--- config.mk ---
export PLATFORM = sky130hd
export DESIGN_NAME = writeback_unit
export DESIGN_NICKNAME = d
export VERILOG_FILES = /design/src/rtl/writeback_unit.sv
export SDC_FILE = /design/constraint.sdc
export NUM_CORES = 1
export LEC_CHECK = 0
export CORE_UTILIZATION = 48
export CTS_BUF_LIST = sky130_fd_sc_hd__clkbuf_4
export CTS_CLUSTER_SIZE = 28
export DETAILED_ROUTE_END_ITERATION = 10
export PLACE_DENSITY = 0.89
export SYNTH_ARGS = -nofsm -noshare
export SYNTH_HDL_FRONTEND = slang
export SYNTH_SLANG_ARGS = --single-unit
export TNS_END_PERCENT = 20
--- constraint.sdc ---
create_clock -name clk_i -period 3.4 [get_ports clk_i]
set_input_delay 1.02 -clock clk_i [delete_from_list [all_inputs] [get_ports clk_i]]
set_output_delay 1.02 -clock clk_i [all_outputs]
set_load 0.005 [all_outputs]
--- src/rtl/writeback_unit.sv ---
// Writeback stage: sole driver of the register-file write port. ALU results
// retire in one cycle; loads wait for the memory response, then align and extend.
module writeback_unit #(
    parameter int DATA_WIDTH   = 32,
    parameter int NUM_REGISTER = 32,
    localparam int AW          = $clog2(NUM_REGISTER)
) (
    input  logic                  clk_i,
    input  logic                  rst_i,
    input  logic                  ex_valid_i,
    output logic                  ex_ready_o,
    input  logic                  ex_wb_en_i,
    input  logic                  ex_is_load_i,
    input  logic [2:0]            ex_funct3_i,
    input  logic [1:0]            ex_byte_off_i,
    input  logic [AW-1:0]         ex_rd_addr_i,
    input  logic [DATA_WIDTH-1:0] ex_result_i,
    input  logic                  mem_rvalid_i,
    input  logic [DATA_WIDTH-1:0] mem_rdata_i,
    input  logic                  mem_err_i,
    output logic                  we_o,
    output logic [AW-1:0]         rd_addr_o,
    output logic [DATA_WIDTH-1:0] rd_o,
    output logic                  load_pending_o,
    output logic [AW-1:0]         load_rd_addr_o,
    output logic                  err_o
);

    typedef enum logic {IDLE, LOAD_WAIT} state_t;

    state_t                state;
    logic [2:0]            ld_f3;
    logic [1:0]            ld_off;
    logic [7:0]            ld_byte;
    logic [15:0]           ld_half;
    logic [DATA_WIDTH-1:0] ld_data;
    logic                  ld_illegal;

    always_comb begin
        ld_illegal = 1'b0;
        case (ex_funct3_i)
            3'd0, 3'd4: ld_illegal = 1'b0;
            3'd1, 3'd5: ld_illegal = ex_byte_off_i[0];
            3'd2:       ld_illegal = (ex_byte_off_i != 2'd0);
            default:    ld_illegal = 1'b1;
        endcase
    end

    // Offset is captured at accept; the memory word arrives already word-aligned.
    always_comb begin
        ld_byte = mem_rdata_i[{ld_off, 3'b000} +: 8];
        ld_half = mem_rdata_i[{ld_off[1], 4'b0000} +: 16];
        ld_data = '0;
        case (ld_f3)
            3'd0:    ld_data = {{(DATA_WIDTH-8){ld_byte[7]}}, ld_byte};
            3'd1:    ld_data = {{(DATA_WIDTH-16){ld_half[15]}}, ld_half};
            3'd2:    ld_data = mem_rdata_i;
            3'd4:    ld_data = {{(DATA_WIDTH-8){1'b0}}, ld_byte};
            3'd5:    ld_data = {{(DATA_WIDTH-16){1'b0}}, ld_half};
            default: ld_data = '0;
        endcase
    end

    always_ff @(posedge clk_i or posedge rst_i) begin
        if (rst_i) begin
            state          <= IDLE;
            ex_ready_o     <= 1'b1;
            we_o           <= 1'b0;
            rd_addr_o      <= '0;
            rd_o           <= '0;
            load_pending_o <= 1'b0;
            load_rd_addr_o <= '0;
            err_o          <= 1'b0;
            ld_f3          <= '0;
            ld_off         <= '0;
        end else begin
            we_o  <= 1'b0;
            err_o <= 1'b0;
            case (state)
                IDLE: begin
                    if (ex_valid_i) begin
                        if (!ex_is_load_i) begin
                            if (ex_wb_en_i && ex_rd_addr_i != '0) begin
                                we_o      <= 1'b1;
                                rd_addr_o <= ex_rd_addr_i;
                                rd_o      <= ex_result_i;
                            end
                        end else if (ld_illegal) begin
                            err_o <= 1'b1;
                        end else begin
                            ld_f3          <= ex_funct3_i;
                            ld_off         <= ex_byte_off_i;
                            load_rd_addr_o <= ex_rd_addr_i;
                            load_pending_o <= 1'b1;
                            ex_ready_o     <= 1'b0;
                            state          <= LOAD_WAIT;
                        end
                    end
                end
                LOAD_WAIT: begin
                    if (mem_rvalid_i) begin
                        load_pending_o <= 1'b0;
                        ex_ready_o     <= 1'b1;
                        state          <= IDLE;
                        if (mem_err_i) begin
                            err_o <= 1'b1;
                        end else if (load_rd_addr_o != '0) begin
                            we_o      <= 1'b1;
                            rd_addr_o <= load_rd_addr_o;
                            rd_o      <= ld_data;
                        end
                    end
                end
                default: state <= IDLE;
            endcase
        end
    end

endmodule

==> summary.md <==
| Metric | Value |
|---|---|
| First-pass GRT wire length | `approximately 13000 um` |
| Clock Path Buffers | `2` |
| Syn avg cell area | `9.51 sq um` |
| F_max | `380 MHz` |
| Max FO, Critical Path | `40` |
| Worst setup EP type | `flip-flop` |
| Distinct cells, synth | `45` |
| RSZ-0062 raised after global routing | `false` |
| CP Launch Point | `mem_rvalid_i` |
| Setup CP Type | `in -> reg` |
| Min-delay src | `rd_o[12]` |
| Antenna violations before repair | `0` |
| Min Tclk post-route | `between 2 and 3 ns` |
| DR vias | `2912` |
| Worst IR Drop VDD | `0.322 mV` |
| Hold Path Class | `reg -> reg` |
| CTS tree | `yes` |
| Post-CTS Hold Buffers | `0` |
| Mapped Nets | `397` |
| Die ar. | `6580 sq um` |
| Row count | `28` |
| Final setup violating endpoints | `0` |
| Pwr/cell area | `between 500 and 600 nW/um^2` |
| Min Hold Slack | `approximately 0.54 ns` |
| Top-level I/O count | `~130` |
| Worst Setup Start Kind | `primary input` |
| Cell Area, Synth | `3010 sq um` |
| Post-route DRC violation count | `0` |
| Vias in the first global route | `2848` |
| Total CTS buffers | `5` |
| Sum Neg Setup Slack | `0 ns` |
| Arrival @ worst endpoint | `2.94 ns` |
| Post-Route WL | `8660 um` |
| Routability-driven placement congestion ratio | `between 0.9 and 1` |
| Vias per cell | `5.73` |
| Max-cap violations | `0` |
| Post-route ant nets | `0` |
| Worst-path clk slew | `around 0.14 ns` |
| Antenna fix cells | `0` |
| CORE AREA | `5990 sq um` |
| Layout cells sized above 1 | `8.31%` |
| CTS Sinks | `52` |
| Rel. slew slack | `37.9%` |
| Drt pass-1 iters | `4` |
| Largest net degree at the start of global routing | `44` |
| Yosys reg bits | `between 50 and 60` |
| Max Slew Vio Count | `0` |
| Clock skew | `0.0195 ns` |
| Die Ht | `81.1 um` |
| Iteration-0 DRC Markers | `259` |
| CTS root buf | `clkbuf_4` |
| Least-Margin Pin Slew | `slightly above 0.9 ns` |
| Post-synth EDFFs | `0` |
| Dpl hpwl | `6640 um` |
| P&R area growth vs syn | `45.0%` |
| Final hold viol count | `0` |
| Tcrit/Tclk final | `77.4%` |
| Tot Pwr | `2330 uW` |
| Wire length per cell | `17.0 um` |
| Syn Inst Count | `316` |
| Port bufs | `126` |
| Latest clock arrival within the worst-skew pair | `0.39 ns` |
| Leak | `0.00176 uW` |
| Post_cts resized | `0` |
| Remaining Overflow, GRT | `0` |
| H-tree Lvls | `2` |
| Async set-reset flop share out of synthesis | `100%` |
| Initial core utilization | `50.2%` |
| Die width | `81.1 um` |
| Ys Warns | `0` |
| R2r startpoint | `ld_off[1]` |
| Main flop type after synthesis | `dfrtp_1` |
| GRT Total Usage | `27.0%` |
| Post-CTS Setup Inserts | `0` |
| Outcome | `finished clean` |
| Seq/Total Area, Yosys | `43.3%` |
| Worst EP required | `3.71 ns` |
| # nets final | `just over 500` |
[flip-flops by register name, indices dropped and copies added (netlist names)]
| register | flops |
|---|---|
| we_o | 1 |
| ex_ready_o | 1 |
| load_rd_addr_o | 5 |
| rd_o | 32 |
| rd_addr_o | 5 |
| ld_f3 | 3 |
| err_o | 1 |
| state | 1 |
| load_pending_o | 1 |
| ld_off | 2 |
[cell families after synthesis]
group	share of synthesized area, %
simple gates	16.6
flops	43.3
compound gates	22.4
buf+inv	7.04
mux	10.6
[where the power goes]
group	total [uW]	internal [uW]	switching, uW
logic	998	601	397
registers	974	803	171
clock network	356	154	202
total	2330	1560	770
[cells in the final DEF (no fill, tap or decap), types with 2 or more instances in the layout]
cell type / count
nor2_1: 38
o21ai_1: 18
mux2_1: 2
buf_4: 8
clkbuf_4: 5
nor2b_1: 10
nand2_1: 20
o32ai_1: 5
o31ai_1: 2
inv_2: 2
a221oi_1: 7
mux2_2: 7
nand3_1: 2
mux2i_1: 18
a31oi_1: 17
or3b_2: 2
inv_1: 10
a21oi_1: 13
o21ai_2: 2
dfrtp_1: 51
clkdlybuf4s50_1: 126
or4_1: 2
o21ai_0: 8
and3_1: 5
and2_1: 16
a221o_1: 8
o221ai_1: 8
[area by class of cell]
cell class,instances,area [sq um]
flip-flops and latches,52,1300
inverters,12,45.0
well taps,75,93.8
repair buffers,134,1320
fillers,457,1630
clock buffers,5,37.5
multi-input cells,227,1520
clock inverters,3,42.5
[stage by stage]
step           setup WS (ns)  util [%]  cells  area, sq um
5_1_grt                0.601      72.7    508         4360
3_3_place_gp           0.437      71.4    500         4280
6_report               0.768      72.7    508         4360
4_1_cts                0.806      72.7    508         4360
2_1_floorplan           1.03         -    316         3010
3_5_place_dp           0.392      71.4    500         4280
[worst paths after layout]
kind                                          end  slack (ns)  cells past startpoint
worst max-delay path                     rd_o[26]        0.77                      6
worst max register to register           rd_o[26]        1.07                      5
max in group asynchronous       load_rd_addr_o[0]        1.65                      3
worst min-delay path                     rd_o[12]        0.54                      2
worst min register to register           rd_o[12]        0.54                      2
min in group asynchronous                rd_o[17]        1.12                      2
[Yosys cell counts, types with 9 or more instances]
cell type,number,area (sq um)
inv_1,11,41.3
and2_1,16,100
mux2i_1,18,180
nand2_1,20,75.1
o21ai_1,18,90.1
nor2b_1,10,62.6
dfrtp_1,51,1280
a21oi_1,13,65.1
a31oi_1,17,106
clkbuf_1,9,33.8
nor2_1,38,143
[critical path: stages]
cell,delay [ns]
clkdlybuf4s50_1,0.56
nand2_1,0.14
o32ai_4,0.53
buf_4,0.44
nor2_1,0.08
a31oi_1,0.15
[layer usage]
| metal | wire [um] | vias to the layer above | track usage (%) |
|---|---|---|---|
| met3 | 539 | 15 | 5.06 |
| met5 | 0 | - | 0 |
| met2 | 4340 | 132 | 46.4 |
| li1 | - | 1388 | - |
| met4 | 144 | 0 | 7.50 |
| met1 | 3630 | 1377 | 34.5 |
Note: power is estimated with default switching activity, not from simulation.
